==> src/rtl/rr_muxnway.sv <==
// ============================================================================
// Module   : rr_muxnway
// Purpose  : Registered N-channel mux with round-robin arbitration and
//            valid/ready handshakes on every input and on the output.
//            Define RRMUX_FIXED_PRIO_EN for a fixed-priority (channel 0 first)
//            search instead of round-robin.
// Revision : 1.0 - initial release
// ============================================================================
`default_nettype none

module rr_muxnway #(
    parameter  int WIDTH    = 16,
    parameter  int CHANNELS = 4,
    localparam int LW       = $clog2(CHANNELS)
) (
    input  logic                      clk,
    input  logic                      rst_n,
    input  logic [CHANNELS*WIDTH-1:0] inp,
    input  logic [CHANNELS-1:0]       inp_valid,
    output logic [CHANNELS-1:0]       inp_ready,
    output logic [WIDTH-1:0]          out,
    output logic [LW-1:0]             out_line,
    output logic                      out_valid,
    input  logic                      out_ready
);

    localparam logic [LW-1:0] c_LAST = LW'(CHANNELS - 1);

    logic [WIDTH-1:0]    r_out;
    logic [LW-1:0]       r_line;
    logic                r_valid;

    logic                w_load;
    logic [LW-1:0]       w_start;
    logic                w_found;
    logic [LW-1:0]       w_gidx;
    logic [WIDTH-1:0]    w_data;
    logic [CHANNELS-1:0] w_ready;
    logic                w_take;

    assign w_load = !r_valid || out_ready;

`ifdef RRMUX_FIXED_PRIO_EN
    assign w_start = '0;
`else
    logic [LW-1:0] r_ptr;
    logic [LW-1:0] w_ptr_next;

    assign w_start    = r_ptr;
    assign w_ptr_next = (w_gidx == c_LAST) ? '0 : (w_gidx + LW'(1));

    always_ff @(posedge clk or negedge rst_n) begin
        if (!rst_n) begin
            r_ptr <= '0;
        end else if (w_take) begin
            r_ptr <= w_ptr_next;
        end
    end
`endif

    // Walk the channels from the start pointer, wrapping at CHANNELS-1,
    // and stop at the first valid one.
    always_comb begin
        w_found = 1'b0;
        w_gidx  = '0;
        w_data  = '0;
        w_ready = '0;
        for (int k = 0; k < CHANNELS; k++) begin
            int idx;
            idx = int'(w_start) + k;
            if (idx >= CHANNELS) begin
                idx = idx - CHANNELS;
            end
            if (!w_found && inp_valid[idx]) begin
                w_found      = 1'b1;
                w_gidx       = LW'(idx);
                w_data       = inp[idx*WIDTH +: WIDTH];
                w_ready[idx] = w_load;
            end
        end
    end

    assign w_take    = w_found && w_load;
    assign inp_ready = w_ready;

    always_ff @(posedge clk or negedge rst_n) begin
        if (!rst_n) begin
            r_out   <= '0;
            r_line  <= '0;
            r_valid <= 1'b0;
        end else if (w_take) begin
            r_out   <= w_data;
            r_line  <= w_gidx;
            r_valid <= 1'b1;
        end else if (out_ready) begin
            // Drain with nothing to replace it: data and line hold.
            r_valid <= 1'b0;
        end
    end

    assign out       = r_out;
    assign out_line  = r_line;
    assign out_valid = r_valid;

endmodule

`default_nettype wire

==> config.mk <==
export PLATFORM = sky130hd
export DESIGN_NAME = rr_muxnway
export DESIGN_NICKNAME = d
export VERILOG_FILES = /design/src/rtl/rr_muxnway.sv
export SDC_FILE = /design/constraint.sdc
export NUM_CORES = 1
export LEC_CHECK = 0
export ABC_AREA = 1
export ABC_CLOCK_PERIOD_IN_PS = 3100
export BUFFER_PORTS_ARGS = -buffer_cell sky130_fd_sc_hd__buf_2
export CORE_ASPECT_RATIO = 0.9
export CORE_UTILIZATION = 51
export CTS_BUF_LIST = sky130_fd_sc_hd__clkbuf_8
export DETAILED_ROUTE_END_ITERATION = 16
export PLACE_DENSITY = 0.8
export SYNTH_ARGS = -nofsm -noshare
export SYNTH_HDL_FRONTEND = slang
export SYNTH_SLANG_ARGS = --single-unit
export TNS_END_PERCENT = 100
==> constraint.sdc <==
create_clock -name clk -period 3.1 [get_ports clk]
set_clock_uncertainty 0.15 [all_clocks]
set_input_delay 0.62 -clock clk [delete_from_list [all_inputs] [get_ports clk]]
set_output_delay 0.62 -clock clk [all_outputs]
set_load 0.01 [all_outputs]
==> results.md <==
- Run status: finished, final reports clean
- CTS Hold Bufs: 0
- Reg2reg path depth: 13
- Post_cts resized: 0
- Residual DRC: 0
- CP cell instances: inv_4 -> ha_2 -> inv_2 -> nand3_1 -> nand2_2 -> nand2_1 -> nor2_2 -> nand2_1 -> nand2_1 -> nand2_1 -> nand2_1 -> inv_1 -> buf_2
- First-pass GRT wire length: 19.5 mm
- Vias in the first global route: 4,442
- Layout cells sized above 1: 16.1%
- WL final: 11.6 mm
- H-tree levels: 1
- Register area share after synthesis: 14.0%
- Initial antenna violation count: 0
- Predominant post-synthesis flop cell: dfrtp_1
- Crit path max-delay family: simple AND/OR/NAND/NOR gates
- Pwr dens: 1200 mW/mm2
- Detail Placement HPWL: 8.31 mm
- Worst slack, placed: 0.463 ns
- Crit share post-route: 92.0%
- # nets final: 900
- Clk buf depth: 2
- Final hold violation count: 0
- Slew Limit Fails: 0
- CTS root buf: clkbuf_8
- Post-Syn Area: 0.00375 mm2
- RSZ-0062 raised after global routing: no
- Leak: 2.71 nW
- Synth cell types: 22
- WP buf/inv: 4
- EDFF count, synth: 0
- Startpoint Class: register
- Clock Pin Slew Worst Setup and Hold Paths: 0.07 ns
- Die Width: 92.4 um
- Antenna-violating nets left: 0
- Worst-skew pair later-pin latency: 0.26 ns
- Final setup TNS: 0 ns
- CP Data Arrival Time: 2.08 ns
- Max IR drop VDD: 0.611 mV
- All-Layer GR Usage: 30.4%
- Yosys Warn Count: 0
- Slowest cell on crit path: dfrtp_4
- Worst path most repeated cell: nand2_1
- Buffers inserted by post-CTS timing repair: 0
- Fin cells: 913
- HP Class: in2async
- Initial Util: 53.0%
- WHS: 0.151 ns
- DR pass1 iterations: 5
- Crit. Startpoint: r_ptr[0]$_DFFE_PN0P_
- Worst Path Class, Setup: reg2out
- Fin crit period: 2.85 ns
- CTS tree: yes
- I/O pin total: 94
- Remaining global-route overflow: 0
- TritonCTS Buffers: 3
- Reg-to-reg endpoint: r_ptr[1]$_DFFE_PN0P_
- Placed insts: 909
- Fmax: 351 MHz
- Reg2reg start: r_ptr[0]$_DFFE_PN0P_
- Synth area leaders: nand2_1, nand3_1, dfrtp_1, inv_1, o21ai_0
- FFs w/ async S/R, synth: 100%
- Max Cap Viol: 0
- Die area: 0.00770 mm2
- Slew HR: 53.5%
- Worst Max-Slew Pin Slew: 0.697 ns
- Cell count after synthesis: 752
- Post-synth top area share: 30.5%
- Crit end category: output port
- Post-route setup slack: 0.249 ns
- Placer Congestion: 0.945
- Syn Area/Cell: 4.98 um2
- Area leader, netlist: nand2_1
- Port bufs: 93
- #FFs+latches synth: 21
- N_diodes: 0
- Via count: 5,018
- Reg-to-reg slack, setup: 0.55 ns
- Clock sinks: 21
- Final setup viols: 0
- Cell Rows: 29
- Syn Nets: 831
- Via density: 5.50
- Crit Path Max Fanout: 7
- Area growth from synthesis to layout: 15.0%
- Starting DRC count in detailed routing: 466
- Die Ht: 83.3 um
- Wirelength per Cell: 12.7 um
- Crit path largest cell delay: 0.50 ns
- Core area: 0.00708 mm2
- CP required: 2.33 ns
- Largest net degree at the start of global routing: 86
-- state kept, by name (all words and copies together), names as in the netlist --
register / cells
out: 16
out_line: 2
out_valid: 1
r_ptr: 2
-- synthesized netlist by cell type (2+ instances only) --
cell type  number
a21oi_1        18
buf_6           4
nand2_1       304
buf_2          23
nor2_1         40
ha_1            8
buf_1           8
clkbuf_1       13
nand3_1       129
nand2_2         3
inv_1          96
o21ai_1         7
o21ai_0        43
buf_4           2
inv_2           4
a21boi_0        2
dfrtp_1        21
nand3_2         2
nand4_1        22
-- final cells by class --
cell class | count | area (um2)
Sequential cell | 21 | 529
Timing Repair Buffer | 114 | 639
Tap cell | 93 | 116
Clock buffer | 3 | 41.3
Multi-Input combinational cell | 581 | 2600
Fill cell | 749 | 2770
Clock inverter | 1 | 3.75
Inverter | 100 | 378
-- placed cells by master, fill, tap and decap left out, types with 2 or more instances in the layout --
| cell type | n |
|---|---|
| a21oi_1 | 18 |
| nand3_1 | 129 |
| inv_2 | 3 |
| nor2_1 | 38 |
| ha_1 | 7 |
| nand4_1 | 22 |
| nor2_2 | 2 |
| nand3_2 | 2 |
| buf_4 | 19 |
| o21ai_1 | 7 |
| dfrtp_1 | 20 |
| buf_2 | 93 |
| inv_1 | 97 |
| nand2_2 | 4 |
| o21ai_0 | 43 |
| clkbuf_8 | 3 |
| nand2_1 | 303 |
-- worst max-delay path by stage --
stage / endpoint / cells past startpoint
after CTS: inp_ready[3] / 14
final: inp_ready[3] / 13
after floorplan: inp_ready[0] / 15
after global routing: inp_ready[3] / 13
after global placement: inp_ready[3] / 14
after detailed placement: inp_ready[2] / 11
-- through the flow --
stage | cell area (um2) | power, mW | util [%]
floorplan | 3750 | 3.76 | -
global placement | 4240 | 4.75 | 59.9
detailed placement | 4240 | 4.82 | 59.9
CTS | 4280 | 5.02 | 60.5
global route | 4310 | 5.73 | 60.9
finish | 4310 | 5.15 | 60.9
-- logic make-up after synthesis --
family / Yosys count / synth area share [%]
adders and majority gates: 8 / 2.67
DFF: 21 / 14.0
and+or+nand+nor: 502 / 56.9
AOI/OAI and AO/OA: 71 / 9.65
buffers and inverters: 150 / 16.8
-- power by group --
part / internal [mW] / total (mW) / switching (mW)
clock: 0.0883 / 0.173 / 0.0846
combinational: 1.49 / 4.50 / 3.01
sequential: 0.415 / 0.480 / 0.0652
-- metal layers --
layer  global-route usage [%]  part of all wire (%)  vias to the layer above
met3                     4.49                   9.6                       51
met5                        0                     0                        -
li1                         -                     -                     2501
met2                     49.3                    44                      286
met1                     40.7                    42                     2180
met4                     11.1                   3.8                        0
Power figures use the tool's default switching activity.
